[src/rtl/cpu_run_pkg.sv]
// rtl/cpu_run_pkg.sv - shared states, exit encoding and trace entry layout for the run monitor
package cpu_run_pkg;

    typedef logic [1:0] state_t;

    localparam state_t ST_IDLE    = 2'd0;
    localparam state_t ST_RUN     = 2'd1;
    localparam state_t ST_HALTED  = 2'd2;
    localparam state_t ST_TIMEOUT = 2'd3;

    localparam logic [31:0] SYSCALL_WORD_DEFAULT = 32'h0000000C;

    // Trace entry is {pc, waddr, wdata}; wdata occupies the low bits.
    localparam int WADDR_WIDTH     = 5;
    localparam int TRACE_WDATA_LSB = 0;

    function automatic int trace_waddr_lsb(input int data_width);
        return data_width;
    endfunction

    function automatic int trace_pc_lsb(input int data_width);
        return data_width + WADDR_WIDTH;
    endfunction

endpackage

[src/rtl/cpu_run_monitor_trace_fifo.sv]
// rtl/cpu_run_monitor_trace_fifo.sv - first-word fall-through FIFO with sync clear and drop-on-full strobe
module trace_fifo #(
    parameter int WIDTH = 69,
    parameter int DEPTH = 16
) (
    input  logic                       clk,
    input  logic                       reset,
    input  logic                       clear,
    input  logic                       push,
    input  logic [WIDTH-1:0]           push_data,
    input  logic                       pop,
    output logic [WIDTH-1:0]           rd_data,
    output logic                       empty,
    output logic [$clog2(DEPTH):0]     count,
    output logic                       overflow
);

    localparam int AW = $clog2(DEPTH);

    logic [WIDTH-1:0] mem [DEPTH];
    logic [AW-1:0]    wr_ptr;
    logic [AW-1:0]    rd_ptr;
    logic             full;
    logic             do_pop;
    logic             do_push;

    assign empty    = (count == '0);
    assign full     = (count == (AW+1)'(DEPTH));
    assign do_pop   = pop && !empty;
    // A pop in the same cycle frees the slot, so a push at full still lands.
    assign do_push  = push && (!full || do_pop);
    assign overflow = push && full && !do_pop;
    assign rd_data  = mem[rd_ptr];

    always_ff @(posedge clk) begin
        if (do_push) begin
            mem[wr_ptr] <= push_data;
        end
    end

    always_ff @(posedge clk) begin
        if (reset || clear) begin
            wr_ptr <= '0;
            rd_ptr <= '0;
            count  <= '0;
        end else begin
            if (do_push) begin
                wr_ptr <= wr_ptr + 1'b1;
            end
            if (do_pop) begin
                rd_ptr <= rd_ptr + 1'b1;
            end
            case ({do_push, do_pop})
                2'b10:   count <= count + 1'b1;
                2'b01:   count <= count - 1'b1;
                default: count <= count;
            endcase
        end
    end

endmodule

[src/rtl/cpu_run_monitor.sv]
// rtl/cpu_run_monitor.sv - run control, end-of-program detection and retire trace beside the CPU
module cpu_run_monitor
    import cpu_run_pkg::*;
#(
    parameter int          PC_WIDTH     = 32,
    parameter int          DATA_WIDTH   = 32,
    parameter int          TRACE_DEPTH  = 16,
    parameter int          MAX_CYCLES   = 1000,
    parameter int          LOOP_REPEAT  = 3,
    parameter logic [31:0] SYSCALL_WORD = SYSCALL_WORD_DEFAULT
) (
    input  logic                               clk,
    input  logic                               reset,
    input  logic                               start,
    input  logic                               retire_valid,
    input  logic [PC_WIDTH-1:0]                pc,
    input  logic [31:0]                        instruction,
    input  logic                               reg_we,
    input  logic [4:0]                         reg_waddr,
    input  logic [DATA_WIDTH-1:0]              reg_wdata,
    output logic                               running,
    output logic                               halted,
    output logic                               timed_out,
    output logic [31:0]                        cycle_count,
    output logic [31:0]                        instr_count,
    input  logic                               trace_rd_en,
    output logic [PC_WIDTH+5+DATA_WIDTH-1:0]   trace_rd_data,
    output logic                               trace_empty,
    output logic [$clog2(TRACE_DEPTH):0]       trace_count,
    output logic                               trace_overflow
);

    localparam int ENTRY_WIDTH = PC_WIDTH + WADDR_WIDTH + DATA_WIDTH;
    localparam int PC_LSB      = trace_pc_lsb(DATA_WIDTH);
    localparam int WADDR_LSB   = trace_waddr_lsb(DATA_WIDTH);

    state_t                 state;
    logic [PC_WIDTH-1:0]    last_pc;
    logic [31:0]            repeat_cnt;
    logic [31:0]            next_repeat;
    logic                   start_run;
    logic                   exit_hit;
    logic                   timeout_hit;
    logic                   trace_push;
    logic                   fifo_overflow;
    logic [ENTRY_WIDTH-1:0] push_data;

    assign running   = (state == ST_RUN);
    assign start_run = start && (state != ST_RUN);

    // repeat_cnt==0 marks "no previous retire", so the first retire counts as 1.
    assign next_repeat = (repeat_cnt != 0 && pc == last_pc) ? repeat_cnt + 1'b1 : 32'd1;
    assign exit_hit    = running && retire_valid &&
                         (instruction == SYSCALL_WORD || next_repeat >= 32'(LOOP_REPEAT));
    assign timeout_hit = running && !exit_hit && (cycle_count == 32'(MAX_CYCLES - 1));
    assign trace_push  = running && retire_valid && reg_we && (reg_waddr != 5'd0);

    always_comb begin
        push_data = '0;
        push_data[PC_LSB +: PC_WIDTH]             = pc;
        push_data[WADDR_LSB +: WADDR_WIDTH]       = reg_waddr;
        push_data[TRACE_WDATA_LSB +: DATA_WIDTH]  = reg_wdata;
    end

    always_ff @(posedge clk) begin
        if (reset) begin
            state          <= ST_IDLE;
            cycle_count    <= '0;
            instr_count    <= '0;
            halted         <= 1'b0;
            timed_out      <= 1'b0;
            trace_overflow <= 1'b0;
            last_pc        <= '0;
            repeat_cnt     <= '0;
        end else if (start_run) begin
            state          <= ST_RUN;
            cycle_count    <= '0;
            instr_count    <= '0;
            halted         <= 1'b0;
            timed_out      <= 1'b0;
            trace_overflow <= 1'b0;
            last_pc        <= '0;
            repeat_cnt     <= '0;
        end else if (running) begin
            if (cycle_count != '1) begin
                cycle_count <= cycle_count + 1'b1;
            end
            if (retire_valid) begin
                if (instr_count != '1) begin
                    instr_count <= instr_count + 1'b1;
                end
                last_pc    <= pc;
                repeat_cnt <= next_repeat;
            end
            if (fifo_overflow) begin
                trace_overflow <= 1'b1;
            end
            if (exit_hit) begin
                state  <= ST_HALTED;
                halted <= 1'b1;
            end else if (timeout_hit) begin
                state     <= ST_TIMEOUT;
                timed_out <= 1'b1;
            end
        end
    end

    trace_fifo #(
        .WIDTH (ENTRY_WIDTH),
        .DEPTH (TRACE_DEPTH)
    ) u_trace_fifo (
        .clk       (clk),
        .reset     (reset),
        .clear     (start_run),
        .push      (trace_push),
        .push_data (push_data),
        .pop       (trace_rd_en),
        .rd_data   (trace_rd_data),
        .empty     (trace_empty),
        .count     (trace_count),
        .overflow  (fifo_overflow)
    );

endmodule

[config.mk]
export PLATFORM = sky130hd
export DESIGN_NAME = cpu_run_monitor
export DESIGN_NICKNAME = d
export VERILOG_FILES = /design/src/rtl/cpu_run_pkg.sv /design/src/rtl/cpu_run_monitor_trace_fifo.sv /design/src/rtl/cpu_run_monitor.sv
export SDC_FILE = /design/constraint.sdc
export NUM_CORES = 1
export LEC_CHECK = 0
export CAP_MARGIN = 20
export CORE_MARGIN = 1
export CORE_UTILIZATION = 45
export CTS_CLUSTER_DIAMETER = 50
export DETAILED_ROUTE_END_ITERATION = 8
export PLACE_DENSITY = 0.7
export SLEW_MARGIN = 20
export SYNTH_ARGS = -nofsm -noshare
export SYNTH_HDL_FRONTEND = slang
export SYNTH_SLANG_ARGS = --single-unit
[constraint.sdc]
create_clock -name clk -period 8.5 [get_ports clk]
set_input_delay 1.275 -clock clk [delete_from_list [all_inputs] [get_ports clk]]
set_output_delay 1.275 -clock clk [all_outputs]
set_load 0.02 [all_outputs]
==> results of run 1 <==
registers in the layout (all words and copies together), names as in the netlist, named ones only:
| register | cells |
|---|---|
| state | 2 |
| u_trace_fifo.mem | 1104 |
| trace_overflow | 1 |
| u_trace_fifo.wr_ptr | 4 |
| halted | 1 |
| timed_out | 1 |
| u_trace_fifo.rd_ptr | 4 |
| u_trace_fifo.count | 5 |
| cycle_count | 32 |
| repeat_cnt | 32 |
| last_pc | 32 |
| instr_count | 32 |
metal layers:
layer	global-route usage [%]	wire (um)	vias to the layer above	share of wire, %
met4	6.18	2360	6	2.1
met2	33.9	55900	1063	50
met3	4.39	8320	141	7.4
met5	0	44	-	0.039
met1	27.5	46000	13300	41
li1	-	-	11000	-
cell families (layout without fill, tap and decap cells):
logic type | Yosys count | in the layout
flip-flops | 1254 | 1254
AND/OR/NAND/NOR | 491 | 491
multiplexers | 348 | 348
AO/OA/AOI/OAI | 176 | 176
buffers and inverters | 146 | 559
XOR/XNOR | 97 | 97
adder cells (fa/ha/maj) | 13 | 13
other | 0 | 3
worst max path at each step:
stage	start	end	slack [ns]	depth (start not counted)
after global placement	reg_waddr[2]	u_trace_fifo.mem[15][9]	2.92	7
after global routing	flop	trace_rd_data[40]	2.73	4
after floorplan	retire_valid	u_trace_fifo.mem[3][0]	0.92	6
final	flop	trace_rd_data[39]	2.99	4
after CTS	flop	trace_rd_data[39]	2.84	4
after detailed placement	reg_waddr[2]	u_trace_fifo.mem[15][12]	2.74	7
stage by stage:
stage	setup slack, ns	cell area, um^2
6_report	2.99	57700
3_5_place_dp	2.74	53400
2_1_floorplan	0.923	49100
4_1_cts	2.84	57700
3_3_place_gp	2.92	53400
5_1_grt	2.73	57700
cell type report:
class | count | area share [%]
Antenna cell | 3 | 0.0130
Multi-Input combinational cell | 1125 | 21.6
Sequential cell | 1254 | 62.6
Clock inverter | 89 | 1.44
Clock buffer | 156 | 6.12
Timing Repair Buffer | 296 | 5.04
Tap cell | 1403 | 3.04
Inverter | 18 | 0.117
cell usage after synthesis (2+ instances only):
cell	n	area, um^2
nor2b_1	14	87.6
xnor2_1	58	508
nor3_1	23	115
or3b_2	5	43.8
nand2b_1	4	25.0
a21oi_1	93	465
o2111ai_1	2	17.5
or4b_1	2	20.0
nor4b_1	3	26.3
a31oi_1	5	31.3
nand4_1	42	263
nand2_1	138	518
a21o_1	3	22.5
buf_4	2	15.0
inv_1	18	67.6
buf_6	3	33.8
and2_1	9	56.3
or2_2	3	18.8
and3_1	15	93.8
mux4_2	345	7770
a211oi_1	3	22.5
dfxtp_1	150	3000
a22oi_1	2	15.0
buf_1	20	75.1
o21a_1	2	15.0
mux2i_1	3	30.0
nand3_1	42	210
ha_1	12	150
nor4b_2	2	30.0
o21ai_0	46	230
nor4_1	22	138
a311oi_1	2	17.5
xor2_1	39	342
clkbuf_1	97	364
and4_1	12	105
a31o_2	3	26.3
or3_1	35	219
o211ai_1	2	15.0
a211o_1	2	17.5
nor2_1	100	375
edfxtp_1	1104	33200
or4_1	10	75.1
buf_2	5	25.0
critical path, stage by stage, from the launching register on:
cell,delay (ns)
dfxtp_4,0.83
buf_12,0.76
mux4_2,0.63
mux4_2,0.57
clkdlybuf4s50_1,0.59
power breakdown:
part	internal, uW	switching [uW]
clock network	3270	2440
logic	309	349
registers	6710	20.1
==> results.yml, run 1 <==
drt:
  viasPerCell: 5.87
  wire_per_inst_um: 25.9
  firstDrtPassIters: 5
  drt-total-wl_mm: 113
  antenna_left: 0
  drc_errors: 0
  drt_iter0_drc: 2531
  route.vias.total: 25500
cells_and_area:
  layout_common_cells: "edfxtp_1, mux4_2, clkdlybuf4s50_1"
  regArea_mm2: 0.0362
  fill_cells: 8127
  fin_cells: 4344
  finalNetCount: 2951
  final_common_cell: "edfxtp_1"
  utilization_pct: 53.6
  synthToLayoutAreaGrowth_pct: 17.6
  multiInputGateArea_mm2: 0.0125
  drive_gt1_share_pct: 21.7
floorplan:
  die_area_mm2: 0.110
  die_y_um: 332
  pin_count: 250
  die_width_um: 332
  start_util_pct: 45.6
  coreArea_mm2: 0.108
  rows: 120
place:
  io_buffers: 249
  place_hpwl_mm: 64.5
  place_inst: 4096
  gp_congestion: 0.875
synth:
  synth_cell_types: 66
  syn-num-nets: 2645
  synth_compound_area_share_pct: 2.03
  synth_edf_count: 1104
  avgSynthCellArea_um2: 19.4
  yosysWarningCount: 0
  syn-instance-count: 2525
  ys_seq_area_share_pct: 73.7
  muxShareOfSynthArea_pct: 15.9
  yosys.area_share.simple_pct: 5.14
  synth_xor_area_share_pct: 1.73
  netlist_area_mm2: 0.0491
  ys_ff_latch: 1254
  ys.flop_type: "edfxtp_1"
  async_reset_ff_share_pct: 0
  synth_fa_ha_area_share_pct: 0.347
  synth_top_family_by_area: "multiplexers"
cts:
  cts-root-buf: "clkbuf_16"
  cts_sinks: 1254
  path_clk_slew_ns: 0.06
  holdBufCountCts: 0
  clock_latency_ns: 0.76
  cts_resized: 0
  postCtsSetupBuffers: 0
  numCtsBuffers: 136
  h-tree-depth: 4
  cts_buffer_depth: 3
  cts_tree: "yes"
pwr:
  p_total_uw: 13100
  p_leak_uw: 0.0175
  vdd_drop_max_uv: 197
  p_per_area_mw_per_mm2: 227
global_routing:
  antenna_found_initial: 6
  grt_start_max_net_pins: 139
  grt_pass1_vias: 26600
  grt_pass1_wl_mm: 169
  grt_overflow_total: 0
  track_usage_pct: 20.6
run:
  drv_cap: 0
critical_path:
  r2r_slack_ns: 3.91
  crit_path_start_kind: "flop"
  worstReg2RegEnd: "u_trace_fifo.mem[15][31]"
  crit_arrival_ns: 4.23
  critPathKind: "flop to output pin"
  ff2ff_path_depth: 8
  worstReg2RegStart: "state[1]"
  worstSetupEndpointType: "output pin"
  cp_data_required_time_ns: 7.22
  worstPathMaxFanout: 118
sta:
  hold_ws_ns: 0.451
  finalCritPeriodShare_pct: 64.8
  worst_pin_slew_ns: 1.14
  finalHoldViolCount: 0
  setup_viol: 0
  max_freq_mhz: 182
  period_needed_ns: 5.51
  timing.setup.tns_ns: 0
  rsz0062_at_grt: "false"
  finClkSkew_ns: 0.0265
  slew_headroom_pct: 23.9
  drv_slew: 0
hold_path:
  holdPathStages: 2
  hp-class: "flop to flop"
  hold_start: "timed_out"
  holdPathEnd: "timed_out"
run_status:
  status: "finished, final reports clean"
(Power assumes the default switching activity.)
==> run 2: changes to the inputs <==
Settings changed: PLACE_DENSITY 0.7 to 0.72.
Clock period 8.5 ns to 5 ns, I/O delays scaled along.
==> run 2 against run 1 <==
Combinational power rose by 73%. Core utilization rose by 0.43 points. Total power rose by 69%. Critical path depth rose by 1. Sequential power rose by 69%. Cell count rose by 0.69%. Count of clock-buffer cells in the layout rose by 13. Worst setup slack got worse by 2.3 ns. Die area did not move. First-iteration DRC count fell by 4.3%. Sequential share of layout area fell by 0.49 points. Largest power group unchanged.
==> results.yml, run 2 (synthesis gave the netlist of run 1 again) <==
run_status:
  status: "finished, final reports clean"
critical_path:
  critPathKind: "flop to output pin"
  worstSetupEndpointType: "output pin"
  slowest_stage: "mux4_2"
  ff2ff_path_depth: 9
  worstPathMaxFanout: 38
  cp_data_required_time_ns: 4.25
  crit_path_start_kind: "flop"
  worstReg2RegEnd: "u_trace_fifo.mem[10][13]"
  cp_cell_sequence: "buf_12 -> buf_12 -> mux4_2 -> mux4_2 -> clkdlybuf4s50_1"
  slowest_delay_ns: 0.59
  worstReg2RegStart: "state[1]"
  r2r_slack_ns: 1.05
  crit_arrival_ns: 3.60
sta:
  finClkSkew_ns: 0.0390
  finalHoldViolCount: 0
  rsz0062_at_grt: "false"
  hold_ws_ns: 0.455
  worst_slack_ns: 0.654
  setup_viol: 0
  finalCritPeriodShare_pct: 86.9
  drv_slew: 0
  slew_headroom_pct: 35.3
  max_freq_mhz: 230
  period_needed_ns: 4.35
  worst_pin_slew_ns: 0.971
  timing.setup.tns_ns: 0
pwr:
  vdd_drop_max_uv: 279
  p_leak_uw: 0.0176
  clkPwrFrac_pct: 43.2
  p_sw_share_pct: 21.5
  p_switching_uw: 4750
  p_per_area_mw_per_mm2: 380
  p_int_uw: 17400
  comb_power_share_pct: 5.2
  pwr-share-seq_pct: 51.7
  p_total_uw: 22100
global_routing:
  grt_pass1_vias: 26800
  track_usage_pct: 20.7
  grt_pass1_wl_mm: 171
  grt_start_max_net_pins: 92
  antenna_found_initial: 9
  grt_overflow_total: 0
cts:
  cts_sinks: 1254
  cts_tree: "yes"
  h-tree-depth: 4
  path_clk_slew_ns: 0.06
  cts_buffer_depth: 3
  clock_latency_ns: 0.74
  cts_resized: 0
  postCtsSetupBuffers: 0
  holdBufCountCts: 0
  numCtsBuffers: 136
  cts-root-buf: "clkbuf_16"
drt:
  route.vias.total: 25800
  firstDrtPassIters: 6
  drt-total-wl_mm: 114
  wire_per_inst_um: 26.0
  antenna_left: 0
  drc_errors: 0
  viasPerCell: 5.89
  drt_iter0_drc: 2421
floorplan:
  die_area_mm2: 0.110
  die_y_um: 332
  start_util_pct: 45.6
  rows: 120
  coreArea_mm2: 0.108
  pin_count: 250
  die_width_um: 332
cells_and_area:
  drive_gt1_share_pct: 22.1
  largest_reg_flops: 1104
  final_common_cell: "edfxtp_1"
  top_register: "u_trace_fifo.mem"
  synthToLayoutAreaGrowth_pct: 18.6
  finalNetCount: 2977
  layout_common_cells: "edfxtp_1, mux4_2, clkdlybuf4s50_1"
hold_path:
  holdPathEnd: "timed_out"
  hp-class: "flop to flop"
  holdPathStages: 2
  hold_start: "timed_out"
place:
  place_hpwl_mm: 65.8
  io_buffers: 249
  gp_congestion: 0.848
  detailedPlace.worstSlack_ns: 0.210
run:
  drv_cap: 0
-- run 2: changes by cell type in the layout (fill, tap and decap cells not counted), sizes merged --
cell    change
buf        +26
bufinv      -4
clkbuf     +13
clkinv      +1
diode       -1
inv         -5
-- run 2: cell type report --
cell class | count | area (um^2)
Sequential cell | 1254 | 36200
Antenna cell | 2 | 5.00
Fill cell | 8013 | 49500
Clock inverter | 81 | 677
Timing Repair Buffer | 322 | 3420
Clock buffer | 169 | 3620
Inverter | 18 | 67.6
Tap cell | 1403 | 1760
Multi-Input combinational cell | 1125 | 12500
-- run 2: worst max-delay path by stage --
stage	start	slack, ns	endpoint	cells after the start
floorplan	state[1]	-0.20	u_trace_fifo.mem[7][0]	8
global placement	reg_waddr[0]	0.38	u_trace_fifo.count[4]	12
detailed placement	reg_waddr[0]	0.21	u_trace_fifo.mem[10][20]	7
CTS	flop	0.53	trace_rd_data[49]	5
global route	flop	0.51	trace_rd_data[49]	5
finish	flop	0.65	trace_rd_data[49]	5
-- run 2: stage by stage --
stage          utilization (%)  std cells  cell area, um^2
2_1_floorplan                -       2525            49100
3_3_place_gp              50.1       4122            53900
3_5_place_dp              50.1       4122            53900
4_1_cts                   54.1       4372            58200
5_1_grt                   54.1       4372            58200
6_report                  54.1       4374            58200
-- run 2: power by group through the flow --
stage | Sequential, uW | Clock, uW | Combinational (uW)
after global routing | 11400 | 10100 | 1220
after floorplan | 11700 | 0 | 629
after detailed placement | 11700 | 0 | 1160
after CTS | 11400 | 9700 | 1170
final | 11400 | 9550 | 1140
after global placement | 11700 | 0 | 1140
-- run 2: critical path: cells and delay by family, from the launching register on --
kind | cells | cell delay, ns
buffers and inverters | 3 | 1.22
multiplexers | 2 | 1.11
flip-flops | 1 | 0.48
-- run 2: metal layers --
metal,share of wire (%),GRT usage (%),vias to the layer above,wire [um]
met5,0.067,0,-,76
met3,6.8,3.93,186,7790
met4,1.8,5.32,12,2100
met1,40,27.3,13500,45500
met2,51,35.5,1078,58400
li1,-,-,11000,-
==> run 3: changes to the inputs <==
==> constraint.sdc (replaced) <==
create_clock -name clk -period 5 [get_ports clk]
set_input_delay 1 -clock clk [delete_from_list [all_inputs] [get_ports clk]]
set_output_delay 1 -clock clk [all_outputs]
set_load 0.02 [all_outputs]
==> run 3 against run 2 <==
Core utilization hardly changed. Count of clock-buffer cells in the layout is 6 higher. Flip-flop and latch count is the same. Clock skew barely moved. Sequential power barely moved. Design area is essentially flat. Worst setup slack got worse by 0.27 ns. Critical path type unchanged. Largest cell class unchanged.
==> results.yml, run 3 (synthesis gave the netlist of run 1 again) <==
run_status:
  status: "finished, final reports clean"
cells_and_area:
  final_common_cell: "edfxtp_1"
  top_register: "u_trace_fifo.mem"
  layout_common_cells: "edfxtp_1, mux4_2, clkdlybuf4s50_1"
  synthToLayoutAreaGrowth_pct: 18.6
  diodes: 0
  fill_cells: 8046
  finalNetCount: 2992
  drive_gt1_share_pct: 22.4
  largest_reg_flops: 1104
critical_path:
  critPathKind: "flop to output pin"
  worstReg2RegStart: "repeat_cnt[1]"
  ff2ff_path_depth: 9
  worstReg2RegEnd: "halted"
  worstPathMaxFanout: 72
  crit_arrival_ns: 3.62
  r2r_slack_ns: 1.42
  worstSetupEndpointType: "output pin"
  cp_data_required_time_ns: 4.00
  crit_path_start_kind: "flop"
sta:
  max_freq_mhz: 217
  worst_pin_slew_ns: 1.01
  rsz0062_at_grt: "false"
  setup_viol: 0
  slew_headroom_pct: 32.8
  drv_slew: 0
  finalHoldViolCount: 0
  hold_ws_ns: 0.454
  finClkSkew_ns: 0.0390
  period_needed_ns: 4.62
  finalCritPeriodShare_pct: 92.3
place:
  place_hpwl_mm: 64.4
  gp_congestion: 0.854
  io_buffers: 249
cts:
  cts_resized: 0
  path_clk_slew_ns: 0.06
  clock_latency_ns: 0.73
  numCtsBuffers: 135
  cts_sinks: 1254
  cts_tree: "yes"
  cts-root-buf: "clkbuf_16"
  cts_buffer_depth: 3
  h-tree-depth: 4
  postCtsSetupBuffers: 0
  holdBufCountCts: 0
hold_path:
  hp-class: "flop to flop"
  holdPathStages: 2
  hold_start: "timed_out"
  holdPathEnd: "timed_out"
pwr:
  p_total_uw: 22100
  p_leak_uw: 0.0176
  vdd_drop_max_uv: 270
  p_per_area_mw_per_mm2: 380
drt:
  drt_iter0_drc: 2476
  wire_per_inst_um: 26.3
  viasPerCell: 5.89
  drc_errors: 0
  drt-total-wl_mm: 115
  firstDrtPassIters: 5
  antenna_left: 0
  route.vias.total: 25800
floorplan:
  rows: 120
  start_util_pct: 45.6
  pin_count: 250
  die_width_um: 332
  coreArea_mm2: 0.108
  die_area_mm2: 0.110
  die_y_um: 332
global_routing:
  track_usage_pct: 21.0
  grt_pass1_vias: 26700
  grt_start_max_net_pins: 93
  grt_pass1_wl_mm: 172
  grt_overflow_total: 0
  antenna_found_initial: 13
run:
  drv_cap: 0
[run 3: how the worst max path moves through the flow]
stage / cells after the start / slack, ns / to
detailed placement: 13 / 0.58 / u_trace_fifo.count[4]
finish: 4 / 0.38 / trace_rd_data[14]
floorplan: 6 / -0.45 / u_trace_fifo.mem[7][0]
global placement: 13 / 0.58 / u_trace_fifo.count[4]
global route: 4 / 0.23 / trace_rd_data[33]
CTS: 4 / 0.26 / trace_rd_data[37]
[run 3: metrics by stage]
stage / std cells / util (%) / setup TNS, ns / instance area [um^2] / setup slack (ns)
2_1_floorplan: 2525 / - / -313.77 / 49100 / -0.451
3_3_place_gp: 4138 / 50.1 / 0 / 53900 / 0.580
3_5_place_dp: 4138 / 50.1 / 0 / 53900 / 0.582
4_1_cts: 4380 / 54.1 / 0 / 58200 / 0.258
5_1_grt: 4380 / 54.1 / 0 / 58200 / 0.234
6_report: 4380 / 54.1 / 0 / 58200 / 0.384
[run 3: cell type report]
cell class	instances	area, um^2	share of cell area [%]
Clock inverter	67	612	1.05
Inverter	18	67.6	0.116
Clock buffer	175	3660	6.30
Tap cell	1403	1760	3.02
Timing Repair Buffer	338	3440	5.90
Multi-Input combinational cell	1125	12500	21.5
Sequential cell	1254	36200	62.2
[run 3: power breakdown]
part           total, uW  switching [uW]  internal, uW
Sequential         11400            26.4         11400
Clock               9550            3980          5570
Combinational       1140             595           546
[run 3: layer usage]
metal	global-route usage (%)	wire [um]	part of all wire (%)	vias up
li1	-	-	-	11000
met3	4.85	9040	7.9	195
met5	0	133	0.12	-
met1	27.6	45600	40	13500
met2	35.0	57600	50	1082
met4	6.10	2650	2.3	22
[run 3: critical path: stages, from the launching register on]
cell	delay (ns)
dfxtp_4	0.56
buf_12	0.48
mux4_2	0.61
mux4_2	0.55
clkdlybuf4s50_1	0.57
